File: src/rtl/pipelined_gate_array.sv
// Bitwise gate array (AND/OR/XOR/NAND/NOR/XNOR/NOT/BUF) feeding a DEPTH-stage valid/ready pipeline.
// Optional PGA_XFER_COUNT_EN adds a saturating 16-bit count of output transfers.
module pipelined_gate_array #(
    parameter int WIDTH = 8,
    parameter int DEPTH = 3
) (
    input  logic             clk,
    input  logic             rst,
    input  logic             in_valid,
    output logic             in_ready,
    input  logic [2:0]       op,
    input  logic [WIDTH-1:0] a,
    input  logic [WIDTH-1:0] b,
    output logic             out_valid,
    input  logic             out_ready,
    output logic [WIDTH-1:0] y
`ifdef PGA_XFER_COUNT_EN
    ,
    output logic [15:0]      xfer_count
`endif
);

    logic [WIDTH-1:0] result;
    logic [WIDTH-1:0] data [DEPTH];
    logic [DEPTH-1:0] v;
    logic [DEPTH-1:0] adv;

    always_comb begin
        result = '0;
        case (op)
            3'b000: result = a & b;
            3'b001: result = a | b;
            3'b010: result = a ^ b;
            3'b011: result = ~(a & b);
            3'b100: result = ~(a | b);
            3'b101: result = ~(a ^ b);
            3'b110: result = ~a;
            3'b111: result = a;
        endcase
    end

    // A stage may advance if any stage at or after it is empty, or the output is draining.
    always_comb begin
        logic hole;
        adv = '0;
        for (int i = 0; i < DEPTH; i++) begin
            hole = 1'b0;
            for (int j = i; j < DEPTH; j++) begin
                hole = hole | ~v[j];
            end
            adv[i] = hole | out_ready;
        end
    end

    assign in_ready  = adv[0];
    assign out_valid = v[DEPTH-1];
    assign y         = data[DEPTH-1];

    // Data registers only load behind a valid upstream bit, so idle inputs never enter a stage.
    always_ff @(posedge clk or posedge rst) begin
        if (rst) begin
            v <= '0;
            for (int i = 0; i < DEPTH; i++) begin
                data[i] <= '0;
            end
        end else begin
            if (adv[0]) begin
                v[0] <= in_valid;
                if (in_valid) begin
                    data[0] <= result;
                end
            end
            for (int i = 1; i < DEPTH; i++) begin
                if (adv[i]) begin
                    v[i] <= v[i-1];
                    if (v[i-1]) begin
                        data[i] <= data[i-1];
                    end
                end
            end
        end
    end

`ifdef PGA_XFER_COUNT_EN
    always_ff @(posedge clk or posedge rst) begin
        if (rst) begin
            xfer_count <= '0;
        end else if (out_valid && out_ready && (xfer_count != 16'hFFFF)) begin
            xfer_count <= xfer_count + 16'd1;
        end
    end
`endif

endmodule
File: config.mk
export PLATFORM = sky130hd
export DESIGN_NAME = pipelined_gate_array
export DESIGN_NICKNAME = d
export VERILOG_FILES = /design/src/rtl/pipelined_gate_array.sv
export SDC_FILE = /design/constraint.sdc
export NUM_CORES = 1
export LEC_CHECK = 0
export BUFFER_PORTS_ARGS = -buffer_cell sky130_fd_sc_hd__buf_2
export CORE_MARGIN = 5
export CORE_UTILIZATION = 56
export CTS_CLUSTER_DIAMETER = 30
export DETAILED_ROUTE_END_ITERATION = 7
export GPL_TIMING_DRIVEN = 0
export PLACE_DENSITY_LB_ADDON = 0.08
export SETUP_SLACK_MARGIN = 0.05
export SKIP_CTS_REPAIR_TIMING = 1
export SKIP_LAST_GASP = 1
export SYNTH_ARGS = -nofsm -noshare
export SYNTH_HDL_FRONTEND = slang
export SYNTH_SLANG_ARGS = --single-unit
File: constraint.sdc
create_clock -name clk -period 1.7 [get_ports clk]
set_input_delay 0.085 -clock clk [delete_from_list [all_inputs] [get_ports clk]]
set_output_delay 0.085 -clock clk [all_outputs]
set_load 0.02 [all_outputs]
## After elaboration in Yosys (flattened, before gate mapping)

Index checks and enable logic that the tools add are counted.

- Register bits: 27
- Input port bits: 23
- Output and inout port bits: 10
- Word-level logic and storage cells: 34

- Equality and inequality tests: 7
- Multiplexer cells: 1
- Bitwise gates (word level): 16
- Reductions and logical operators: 4

Operators by type and width:

| cell | count |
|---|---|
| 8-bit case mux with 8 select lines | 1 |
| 8-bit inverter | 4 |
| 3-bit == test (second input constant) | 4 |
| 8-bit bitwise AND | 1 |
| 8-bit OR | 1 |
| 8-bit bitwise XOR | 1 |
| 3-bit by 2-bit == test with 1-bit output (second input constant) | 2 |
| 1-bit OR | 6 |
| 2-bit AND reduction | 3 |
| 3-bit by 1-bit == test with 1-bit output (second input constant) | 1 |
| 3-bit zero test | 1 |
| 1-bit inverter | 3 |

## Logic depth before layout (Yosys ltp)

Gate-level depths: netlist of run 1.

- Word-level depth: 5
- Depth in mapped cells: 6
- Depth with buffers taken out: 6

## Least setup slack after synthesis of run 1

No wires, ideal clock.

- Kind: register to register
- From: register v[2]
- To: register data[16] (netlist name)
- Library setup time: 0.135 ns
- Data arrival time: 1.485 ns
- Data required time: 1.565 ns
- Setup slack: 0.081 ns
- Cell stages (with the launch flop): 5
- Path buffers: 1
- Clock period less this slack: 1.619 ns
- Cells stage by stage: dfrtp_1 -> nand4b_1 -> nand2_1 -> clkbuf_1 -> o31ai_1

- Word-level cells in the longest chain between the ends: 4

RTL lines:

| element | RTL line | text |
|---|---|---|
| start, declared | 25 | `logic [DEPTH-1:0] v;` |
| start signal, assigned by index | 75 | `v[i] <= v[i-1];` |
| 1-bit inverter | 49 | `hole = hole \| ~v[j];` |
| 1-bit OR | 49 |  |
| 1-bit OR | 51 | `adv[i] = hole \| out_ready;` |
| via in_ready | 10 | `output logic in_ready,` |
| 2-bit AND reduction (no line) | n/a |  |
| end signal, assigned by index | 77 | `data[i] <= data[i-1];` |
| end, declared | 24 | `logic [WIDTH-1:0] data [DEPTH];` |

The timed path passes the listed nets, and every way through them passes these cells.
A chain may end at the register's enable or synchronous reset.

## Worst setup path after layout of run 1

- From: register v[1]
- To: register data[16] (netlist name)

- Word-level cells in the longest chain between the ends: 5

RTL lines:

| element | RTL line |
|---|---|
| 1-bit inverter | 49 |
| 1-bit OR (2 in a row) | 49 |
| 1-bit OR | 51 |
| 2-bit AND reduction (no line) | n/a |

No other way between the ends.

==> results.md, run 1 <==
- Via count: 1488
- Area share of the largest cell type after synthesis: 0.3560
- Worst IR Drop VDD: 0.0003612 V
- Failing checks: negative hold slack
- Vias/cell: 5.353
- Share of cells above drive strength 1: 0.3060
- Die W: 68.22 um
- Antenna Diode Count: 0
- Slew headroom: 0.3737
- Netlist cell types: 33
- RSZ-0062 raised after global routing: false
- Clock sink total: 27
- Placer congestion estimate: 0.9000
- Maximum clock path buffer count: 2
- Remaining DRCs: 0
- Critical Path Start Type: register
- Critical path arrival: 1620 ps
- Worst slack at placement: 193.3 ps
- Total Power: 1.923 mW
- Largest net degree at the start of global routing: 28
- # H-tree levels: 1
- Slowest-stage cell, CP: dfrtp_1
- Leak: 1.068 nW
- Core Box Area: 3311 sq um
- PD cells: 892.5 nW/um^2
- Critical path fanouts, max: 10
- Syn-to-layout area delta: 13.51%
- Crit path largest cell delay: 420 ps
- Worst Path Required: 1930 ps
- Final hold vios: 27
- Setup tns final: 0 ps
- Clock transition at the registers of the reported paths: 130 ps
- Ys Warns: 0
- Final Non-Filler Cells: 278
- CTS Root Cell: clkbuf_4
- Dominant cell type by area after synthesis: dfrtp_1
- Synth async-reset ratio: 1.000
- Fmax: 0.7203 GHz
- Max cap viols: 0
- Final Cycle Share: 0.8166
- Final Slew Violations: 0
- Mapped Cells: 195
- Mapped Area: 1898 sq um
- Status: finished with violations
- Initial Util: 0.5733
- Synth top area cells: dfrtp_1, ha_1, mux2_2
- HP Class: input pin to async pin
- Vias in the first global route: 1456
- TritonCTS clock tree: done
- Fin crit period: 1388 ps
- Hold_ws: -43.83 ps
- Rows: 21
- Mean post-synth cell area: 9.734 sq um
- Drt pass-1 iters: 4
- Main flop type after synthesis: dfrtp_1
- DRT Wirelength: 3632 um
- Overall global routing resource usage: 0.1776
- Post-DR wirelength/cell: 13.06 um
- Die area: 4654 sq um
- Sequential area share after synthesis: 0.3560
- Setup crit end kind: register
- Initial antenna violation count: 0
- Initial DRC count: 71
- Final setup viols: 0
- Dpl cells: 273
- Critical path, cell by cell: nand4b_1 > nand2_1 > clkbuf_2 > o31ai_1
- Worst Setup Path Type: register to register
- Global-route wire length before repair: 6417 um
- Yosys reg bits: 27
- # IOs: 33
- EDFF count, synth: 0
- Worst Max-Slew Pin Slew: 938.4 ps
- Input/output buffers: 32
- Reg2reg setup slack: 310 ps
- TritonCTS Buffers: 3
- Die Ht: 68.22 um
- Worst setup margin: 311.8 ps
- Syn_nets: 234
- Post-route antenna net violation count: 0
- Clock latency on the worst-skew pair: 310 ps
- Grt ovf: 0
- DP HPWL: 2872 um
- Skew final: 2.489 ps
- Nets@finish: 272
- Fillers: 308
==> cells by family after synthesis <==
kind of cell | share of synthesized area
simple gates | 0.1859
buf+inv | 0.09295
compound gates | 0.1332
flops | 0.3560
mux | 0.1266
fa+ha+maj | 0.1055
==> cell type report <==
class                           count  area, sq um  share of cell area
Multi-Input combinational cell    134         1046              0.4855
Sequential cell                    27        675.6              0.3136
Timing Repair Buffer               33        170.2             0.07898
Buffer                             17        113.9             0.05285
Inverter                           17        63.81             0.02962
Tap cell                           46        57.56             0.02671
Clock buffer                        3        22.52             0.01045
Clock inverter                      1        5.005            0.002323
==> flip-flops by register name, indices dropped and copies added, names as in the netlist <==
register / count
v: 3
y: 8
data: 16
==> worst max-delay path: cells and delay by family, from the launching register on <==
kind | cells | cell delay [ps]
AOI/OAI and AO/OA | 1 | 250
buffers and inverters | 1 | 250
DFF | 1 | 420
and+or+nand+nor | 2 | 390
==> through the flow <==
step / area, sq um / utilization / hold slack [ps]
after CTS: 2143 / 0.6474 / -42.96
after global placement: 2116 / 0.6391 / 286.8
final: 2155 / 0.6508 / -43.83
after floorplan: 1898 / - / 137.7
after global routing: 2155 / 0.6508 / 20.97
after detailed placement: 2116 / 0.6391 / 299.0
==> where the power goes <==
| part | leakage [nW] | internal (mW) | switching (mW) |
|---|---|---|---|
| Sequential | 0.320 | 0.823 | 0.0901 |
| Combinational | 0.731 | 0.393 | 0.358 |
| Clock | 0.0177 | 0.0880 | 0.171 |
==> path summary, 6_finish.rpt <==
kind,from,to,cells after the start
worst max-delay path,v[1],data[16],4
worst min-delay path,rst,y[5],2
worst max register to register,v[1],data[16],4
worst min register to register,data[17],data[17],2
max in group asynchronous,rst,v[1],2
min in group clk,out_ready,v[2],3
==> per-layer routing <==
metal | track usage | up-vias | part of all wire
li1 | - | 747 | -
met1 | 0.2255 | 679 | 0.44
met2 | 0.3081 | 55 | 0.49
met3 | 0.01478 | 7 | 0.053
met4 | 0.07444 | 0 | 0.017
met5 | 0 | - | 0
==> cells in the final DEF (no fill, tap or decap), types with 4 or more instances in the layout <==
master	instances
inv_1	17
dfrtp_1	27
buf_2	35
a2111oi_0	4
mux2_2	16
mux2i_1	6
a311oi_1	4
buf_4	12
ha_1	16
nand2_1	10
o31ai_1	8
nand2b_1	11
nor2_1	12
nor2b_1	15
a211oi_1	4
==> cell usage after synthesis (2+ instances only) <==
| library cell | number |
|---|---|
| dfrtp_1 | 27 |
| inv_1 | 17 |
| ha_1 | 16 |
| mux2_2 | 16 |
| nor2b_1 | 15 |
| buf_4 | 12 |
| nor2_1 | 12 |
| nand2b_1 | 11 |
| nand2_1 | 10 |
| o31ai_1 | 8 |
| mux2i_1 | 6 |
| a2111oi_0 | 4 |
| a211oi_1 | 4 |
| a311oi_1 | 4 |
| buf_2 | 3 |
| nor3_1 | 3 |
| a2111oi_1 | 2 |
| a21o_1 | 2 |
| a21oi_1 | 2 |
| and2b_1 | 2 |
| clkbuf_1 | 2 |
| nand3b_1 | 2 |
| nand4bb_1 | 2 |
| o21ai_0 | 2 |
| o22ai_1 | 2 |
| o32ai_1 | 2 |
Note: power is estimated with default switching activity, not from simulation.
==> inputs of run 2 (changes only) <==
--- a/config.mk
+++ b/config.mk
@@ -7,7 +7,7 @@
 export LEC_CHECK = 0
 export BUFFER_PORTS_ARGS = -buffer_cell sky130_fd_sc_hd__buf_2
 export CORE_MARGIN = 5
-export CORE_UTILIZATION = 56
+export CORE_UTILIZATION = 50
 export CTS_CLUSTER_DIAMETER = 30
 export DETAILED_ROUTE_END_ITERATION = 7
 export GPL_TIMING_DRIVEN = 0
==> constraint.sdc (replaced) <==
create_clock -name clk -period 1.15 [get_ports clk]
set_input_delay 0.0575 -clock clk [delete_from_list [all_inputs] [get_ports clk]]
set_output_delay 0.0575 -clock clk [all_outputs]
set_load 0.02 [all_outputs]
==> run 2 against run 1 <==
  * The flow finishes with violations (negative hold slack, negative setup slack)
  * Critical path type is now input pin to register
  * Clock-buffer cell count is the same
  * Power grew 63%
  * Combinational power grew 65%
  * Wire length grew 4.7%
  * First-iteration DRC count shrank 17%
  * Clock skew grew 2.2 ps
==> results.md, run 2 (synthesis gave the netlist of run 1 again) <==
- Slew headroom: 0.3618 (was 0.3737)
- Global-route wire length before repair: 6423 um (was 6417 um)
- # IOs: 33 (unchanged)
- Top delay family on crit path: compound AO/OA/AOI/OAI gates (was flip-flops)
- Largest net degree at the start of global routing: 28 (unchanged)
- Vias in the first global route: 1467 (was 1456)
- Syn-to-layout area delta: 20.17% (was 13.51%)
- Critical path arrival: 1360 ps (was 1620 ps)
- Final Slew Violations: 0 (unchanged)
- TritonCTS clock tree: done (unchanged)
- Drt pass-1 iters: 4 (unchanged)
- Dpl cell area: 2181 sq um (was 2116 sq um)
- Clock sink total: 27 (unchanged)
- Clock transition at the registers of the reported paths: 90 ps (was 130 ps)
- Post-DR wirelength/cell: 13.59 um (was 13.06 um)
- Switching share of power: 0.3177 (was 0.3221)
- DP HPWL: 2982 um (was 2872 um)
- Fin crit period: 1216 ps
- Seq pwr share: 0.438 (was 0.475)
- # H-tree levels: 1 (unchanged)
- Most common cell after layout, fill and taps aside: buf_2 (unchanged)
- Final Non-Filler Cells: 280 (was 278)
- RSZ-0062 raised after global routing: true (was false)
- Final Cycle Share: 1.057
- Final hold vios: 27 (unchanged)
- Reg2reg setup slack: -50 ps (was 310 ps)
- Maximum clock path buffer count: 2 (unchanged)
- Worst setup margin: -65.62 ps (was 311.8 ps)
- Grt ovf: 0 (unchanged)
- Via count: 1501 (was 1488)
- Rows: 22 (was 21)
- Status: finished with violations (unchanged)
- Hold_ws: -8.455 ps (was -43.83 ps)
- Reg2Reg Launch Point: v[0] (was v[1])
- R2R depth: 4 (unchanged)
- Int Pwr: 2.136 mW (was 1.304 mW)
- Max cap viols: 0 (unchanged)
- Clk pwr share: 0.167 (was 0.135)
- Input/output buffers: 32 (unchanged)
- TritonCTS Buffers: 3 (unchanged)
- Worst path depth: 6 (was 4)
- Crit path to: data[23] (was data[16])
- Leak: 1.133 nW (was 1.068 nW)
- Worst Setup Path Type: input pin to register (was register to register)
- Final instance area: 2281 sq um (was 2155 sq um)
- Die Ht: 71.61 um (was 68.22 um)
- Critical Path Start Type: input pin (was register)
- Comb pwr share: 0.395 (was 0.390)
- Clock latency on the worst-skew pair: 270 ps (was 310 ps)
- Initial Util: 0.5185 (was 0.5733)
- Most frequent cells in the layout: buf_2, dfrtp_1, inv_1 (unchanged)
- Setup tns final: -292.2 ps (was 0 ps)
- Die W: 71.61 um (was 68.22 um)
- Antenna Diode Count: 0 (unchanged)
- Switching power: 0.9945 mW (was 0.6194 mW)
- Vias/cell: 5.361 (was 5.353)
- Die area: 5128 sq um (was 4654 sq um)
- Slowest-stage cell, CP: a2111oi_1 (was dfrtp_1)
- PD cells: 1372 nW/um^2 (was 892.5 nW/um^2)
- Most flop-heavy register: data (unchanged)
- CTS Root Cell: clkbuf_8 (was clkbuf_4)
- Setup crit end kind: register (unchanged)
- Crit path largest cell delay: 540 ps (was 420 ps)
- Post-route antenna net violation count: 0 (unchanged)
- Remaining DRCs: 0 (unchanged)
- Worst IR Drop VDD: 0.0006262 V (was 0.0003612 V)
- Overall global routing resource usage: 0.1524 (was 0.1776)
- HP Class: input pin to async pin (unchanged)
- Skew final: 4.676 ps (was 2.489 ps)
- Fmax: 0.8226 GHz
- Worst slack at placement: -322.6 ps (was 193.3 ps)
- Initial DRC count: 59 (was 71)
- Core Box Area: 3661 sq um (was 3311 sq um)
- Nets@finish: 272 (unchanged)
- Critical path fanouts, max: 10 (unchanged)
- Dpl cells: 275 (was 273)
- Largest register FFs: 16 (unchanged)
- Share of cells above drive strength 1: 0.3534 (was 0.3060)
- Critical path, cell by cell: buf_2 > buf_4 > nand3b_1 > nor2_1 > a2111oi_1 > o31ai_2 (was nand4b_1 > nand2_1 > clkbuf_2 > o31ai_1)
- CP bufs+invs: 2 (was 1)
- Failing checks: negative hold slack, negative setup slack (was negative hold slack)
- Initial antenna violation count: 0 (unchanged)
- Worst Max-Slew Pin Slew: 956.2 ps (was 938.4 ps)
- CP startpoint: op[2] (was v[1])
- R2R Path End: data[21] (was data[16])
- Final setup viols: 11 (was 0)
- DRT Wirelength: 3804 um (was 3632 um)
- Placer congestion estimate: 0.8731 (was 0.9000)
- Worst Path Required: 1290 ps (was 1930 ps)
==> run 2: metrics by stage <==
step                        util  total power [mW]  hold WS, ps
final                     0.6230             3.131       -8.455
after global routing      0.6230             3.324        27.86
after CTS                 0.6083             3.119       -7.868
after detailed placement  0.5957             2.597        279.2
after global placement    0.5957             2.541        270.6
after floorplan                -             2.280        110.1
==> run 2: layout make-up <==
cell class / count / area (sq um)
clock buffers: 3 / 41.29
fillers: 305 / 1380
inverters: 17 / 63.81
flip-flops and latches: 27 / 678.2
clock inverters: 1 / 5.005
plain buffers: 17 / 123.9
well taps: 48 / 60.06
repair buffers: 33 / 167.7
multi-input cells: 134 / 1141
==> run 2: worst min path at each step <==
stage / from / to / depth (start not counted)
after floorplan: rst / data[10] / 1
after global placement: in_valid / v[0] / 2
after detailed placement: in_valid / v[0] / 2
after CTS: in_valid / v[0] / 2
after global routing: in_valid / v[0] / 2
final: rst / data[16] / 2
==> run 2: per-layer routing <==
metal | part of all wire | global-route usage | up-vias
li1 | - | - | 747
met1 | 0.46 | 0.1904 | 705
met4 | 0.017 | 0.05637 | 0
met5 | 0 | 0 | -
met3 | 0.045 | 0.01543 | 5
met2 | 0.48 | 0.2704 | 44
==> run 2: power by group through the flow <==
| stage | logic [mW] | registers, mW | clock network, mW |
|---|---|---|---|
| 4_1_cts | 1.20 | 1.38 | 0.538 |
| 6_report | 1.24 | 1.37 | 0.524 |
| 2_1_floorplan | 0.935 | 1.34 | 0 |
| 5_1_grt | 1.34 | 1.41 | 0.575 |
| 3_5_place_dp | 1.20 | 1.40 | 0 |
| 3_3_place_gp | 1.17 | 1.38 | 0 |
==> run 2: worst reg2reg max path, cell delays in order (launching register included) <==
cell,delay (ps)
dfrtp_1,410
nand4b_1,210
nand2_4,190
mux2i_1,190
a21oi_1,70
==> inputs of run 3 (changes only) <==
--- a/config.mk
+++ b/config.mk
@@ -5,9 +5,10 @@
 export SDC_FILE = /design/constraint.sdc
 export NUM_CORES = 1
 export LEC_CHECK = 0
+export ABC_AREA = 0
 export BUFFER_PORTS_ARGS = -buffer_cell sky130_fd_sc_hd__buf_2
 export CORE_MARGIN = 5
-export CORE_UTILIZATION = 50
+export CORE_UTILIZATION = 60
 export CTS_CLUSTER_DIAMETER = 30
 export DETAILED_ROUTE_END_ITERATION = 7
 export GPL_TIMING_DRIVEN = 0
==> constraint.sdc (replaced) <==
create_clock -name clk -period 1.5 [get_ports clk]
set_input_delay 0.075 -clock clk [delete_from_list [all_inputs] [get_ports clk]]
set_output_delay 0.075 -clock clk [all_outputs]
set_load 0.02 [all_outputs]
==> run 3 against run 2 <==
  * The run ends with negative hold slack left
  * Power fell by 30%
  * Non-clock buffer count did not move
  * Setup slack improved by 260 ps
  * Wire length fell by 4.1%
  * Global-route usage rose by 3.9 points
  * Die area fell by 14%
  * Clock skew rose by 9.1 ps
  * Register-to-register slack improved by 250 ps
  * Sequential share of layout area rose by 1.6 points
  * First-iteration DRC count fell by 37%
  * Critical path type is now register to register
  * Clock power fell by 43%
  * Design area fell by 5.3%
==> results.md, run 3 (synthesis gave the netlist of run 1 again) <==
- # H-tree levels: 1 (unchanged)
- HP Class: input pin to async pin (unchanged)
- Slew headroom: 0.3769 (was 0.3618)
- Initial Util: 0.6217 (was 0.5185)
- Dpl cells: 271 (was 275)
- TritonCTS Buffers: 3 (unchanged)
- Overall global routing resource usage: 0.1916 (was 0.1524)
- Setup crit end kind: register (unchanged)
- Final hold vios: 27 (unchanged)
- Final Slew Violations: 0 (unchanged)
- Remaining DRCs: 0 (unchanged)
- Critical Path Start Type: register (was input pin)
- Grt ovf: 0 (unchanged)
- Largest register FFs: 16 (unchanged)
- Antenna Diode Count: 0 (unchanged)
- Die area: 4388 sq um (was 5128 sq um)
- Most flop-heavy register: data (unchanged)
- Vias/cell: 5.464 (was 5.361)
- Largest net degree at the start of global routing: 28 (unchanged)
- Die W: 66.25 um (was 71.61 um)
- Nets@finish: 272 (unchanged)
- Final setup viols: 0 (was 11)
- CTS Root Cell: clkbuf_4 (was clkbuf_8)
- Drt pass-1 iters: 4 (unchanged)
- Fin crit period: 1304 ps
- Input/output buffers: 32 (unchanged)
- Leak: 1.068 nW (was 1.133 nW)
- Worst Setup Path Type: register to register (was input pin to register)
- Global-route wire length before repair: 6589 um (was 6423 um)
- Clock latency on the worst-skew pair: 320 ps (was 270 ps)
- Vias in the first global route: 1496 (was 1467)
- CP startpoint: v[2] (was op[2])
- Clock transition at the registers of the reported paths: 140 ps (was 90 ps)
- Worst Max-Slew Pin Slew: 933.7 ps (was 956.2 ps)
- Fmax: 0.7667 GHz
- TritonCTS clock tree: done (unchanged)
- DP HPWL: 2959 um (was 2982 um)
- Worst setup margin: 195.6 ps (was -65.62 ps)
- Rows: 20 (was 22)
- Status: finished with violations (unchanged)
- Final Non-Filler Cells: 276 (was 280)
- Worst slack at placement: 6.448 ps (was -322.6 ps)
- Reg2Reg Launch Point: v[2] (was v[0])
- Maximum clock path buffer count: 2 (unchanged)
- Post-DR wirelength/cell: 13.22 um (was 13.59 um)
- Most common cell after layout, fill and taps aside: buf_2 (unchanged)
- Most frequent cells in the layout: buf_2, dfrtp_1, inv_1 (unchanged)
- Core Box Area: 3053 sq um (was 3661 sq um)
- Via count: 1508 (was 1501)
- Placer congestion estimate: 0.8932 (was 0.8731)
- Die Ht: 66.25 um (was 71.61 um)
- RSZ-0062 raised after global routing: false (was true)
- Critical path arrival: 1530 ps (was 1360 ps)
- Setup tns final: 0 ps (was -292.2 ps)
- Max cap viols: 0 (unchanged)
- Final Cycle Share: 0.8696
- DRT Wirelength: 3648 um (was 3804 um)
- Syn-to-layout area delta: 13.84% (was 20.17%)
- Failing checks: negative hold slack (was negative hold slack, negative setup slack)
- Share of cells above drive strength 1: 0.3190 (was 0.3534)
- Post-route antenna net violation count: 0 (unchanged)
- Skew final: 13.78 ps (was 4.676 ps)
- Critical path fanouts, max: 10 (unchanged)
- Initial antenna violation count: 0 (unchanged)
- PD cells: 1014 nW/um^2 (was 1372 nW/um^2)
- Initial DRC count: 37 (was 59)
- # IOs: 33 (unchanged)
- Clock sink total: 27 (unchanged)
- Hold_ws: -65.89 ps (was -8.455 ps)
- Worst Path Required: 1730 ps (was 1290 ps)
- Worst IR Drop VDD: 0.0003511 V (was 0.0006262 V)
[run 3: critical path, stage by stage (launching register included)]
cell and delay [ps]:
dfrtp_2 450, nand4b_1 160, nand2_2 150, buf_2 210
o31ai_1 250
[run 3: per-stage QoR]
step | total power [mW] | hold WS (ps) | utilization | instance area, sq um
floorplan | 1.676 | 127.6 | - | 1903
global placement | 1.866 | 287.6 | 0.6939 | 2118
detailed placement | 1.918 | 293.1 | 0.6939 | 2118
CTS | 2.211 | -50.55 | 0.7029 | 2146
global route | 2.354 | 18.39 | 0.7078 | 2161
finish | 2.192 | -65.89 | 0.7078 | 2161
[run 3: path summary, 6_finish.rpt]
path	end	slack [ps]	cells past startpoint
min in group clk	v[2]	20	3
hold / removal	data[10]	-70	2
hold reg to reg	data[17]	490	2
setup / recovery	data[17]	200	4
max in group asynchronous	v[2]	940	2
setup reg to reg	data[17]	200	4
[run 3: area by class of cell]
| class | instances | area, sq um |
|---|---|---|
| clock inverter | 1 | 5.005 |
| timing repair buffer | 33 | 170.2 |
| tap | 44 | 55.05 |
| sequential | 27 | 676.9 |
| buffer | 17 | 113.9 |
| inverter | 17 | 63.81 |
| fill | 253 | 892.1 |
| multi-input combinational | 134 | 1054 |
| clock buffer | 3 | 22.52 |
[run 3: metal layers]
| layer | up-vias | global-route usage | routed length, um |
|---|---|---|---|
| met1 | 719 | 0.2380 | 1580 |
| li1 | 754 | - | - |
| met2 | 31 | 0.3321 | 1861 |
| met4 | 0 | 0.08376 | 56 |
| met5 | - | 0 | 0 |
| met3 | 4 | 0.02041 | 149 |
[run 3: power by group]
part / internal [mW] / switching [mW] / total (mW)
Sequential: 0.933 / 0.103 / 1.04
Combinational: 0.447 / 0.409 / 0.856
Clock: 0.0998 / 0.200 / 0.300
Total: 1.48 / 0.712 / 2.19
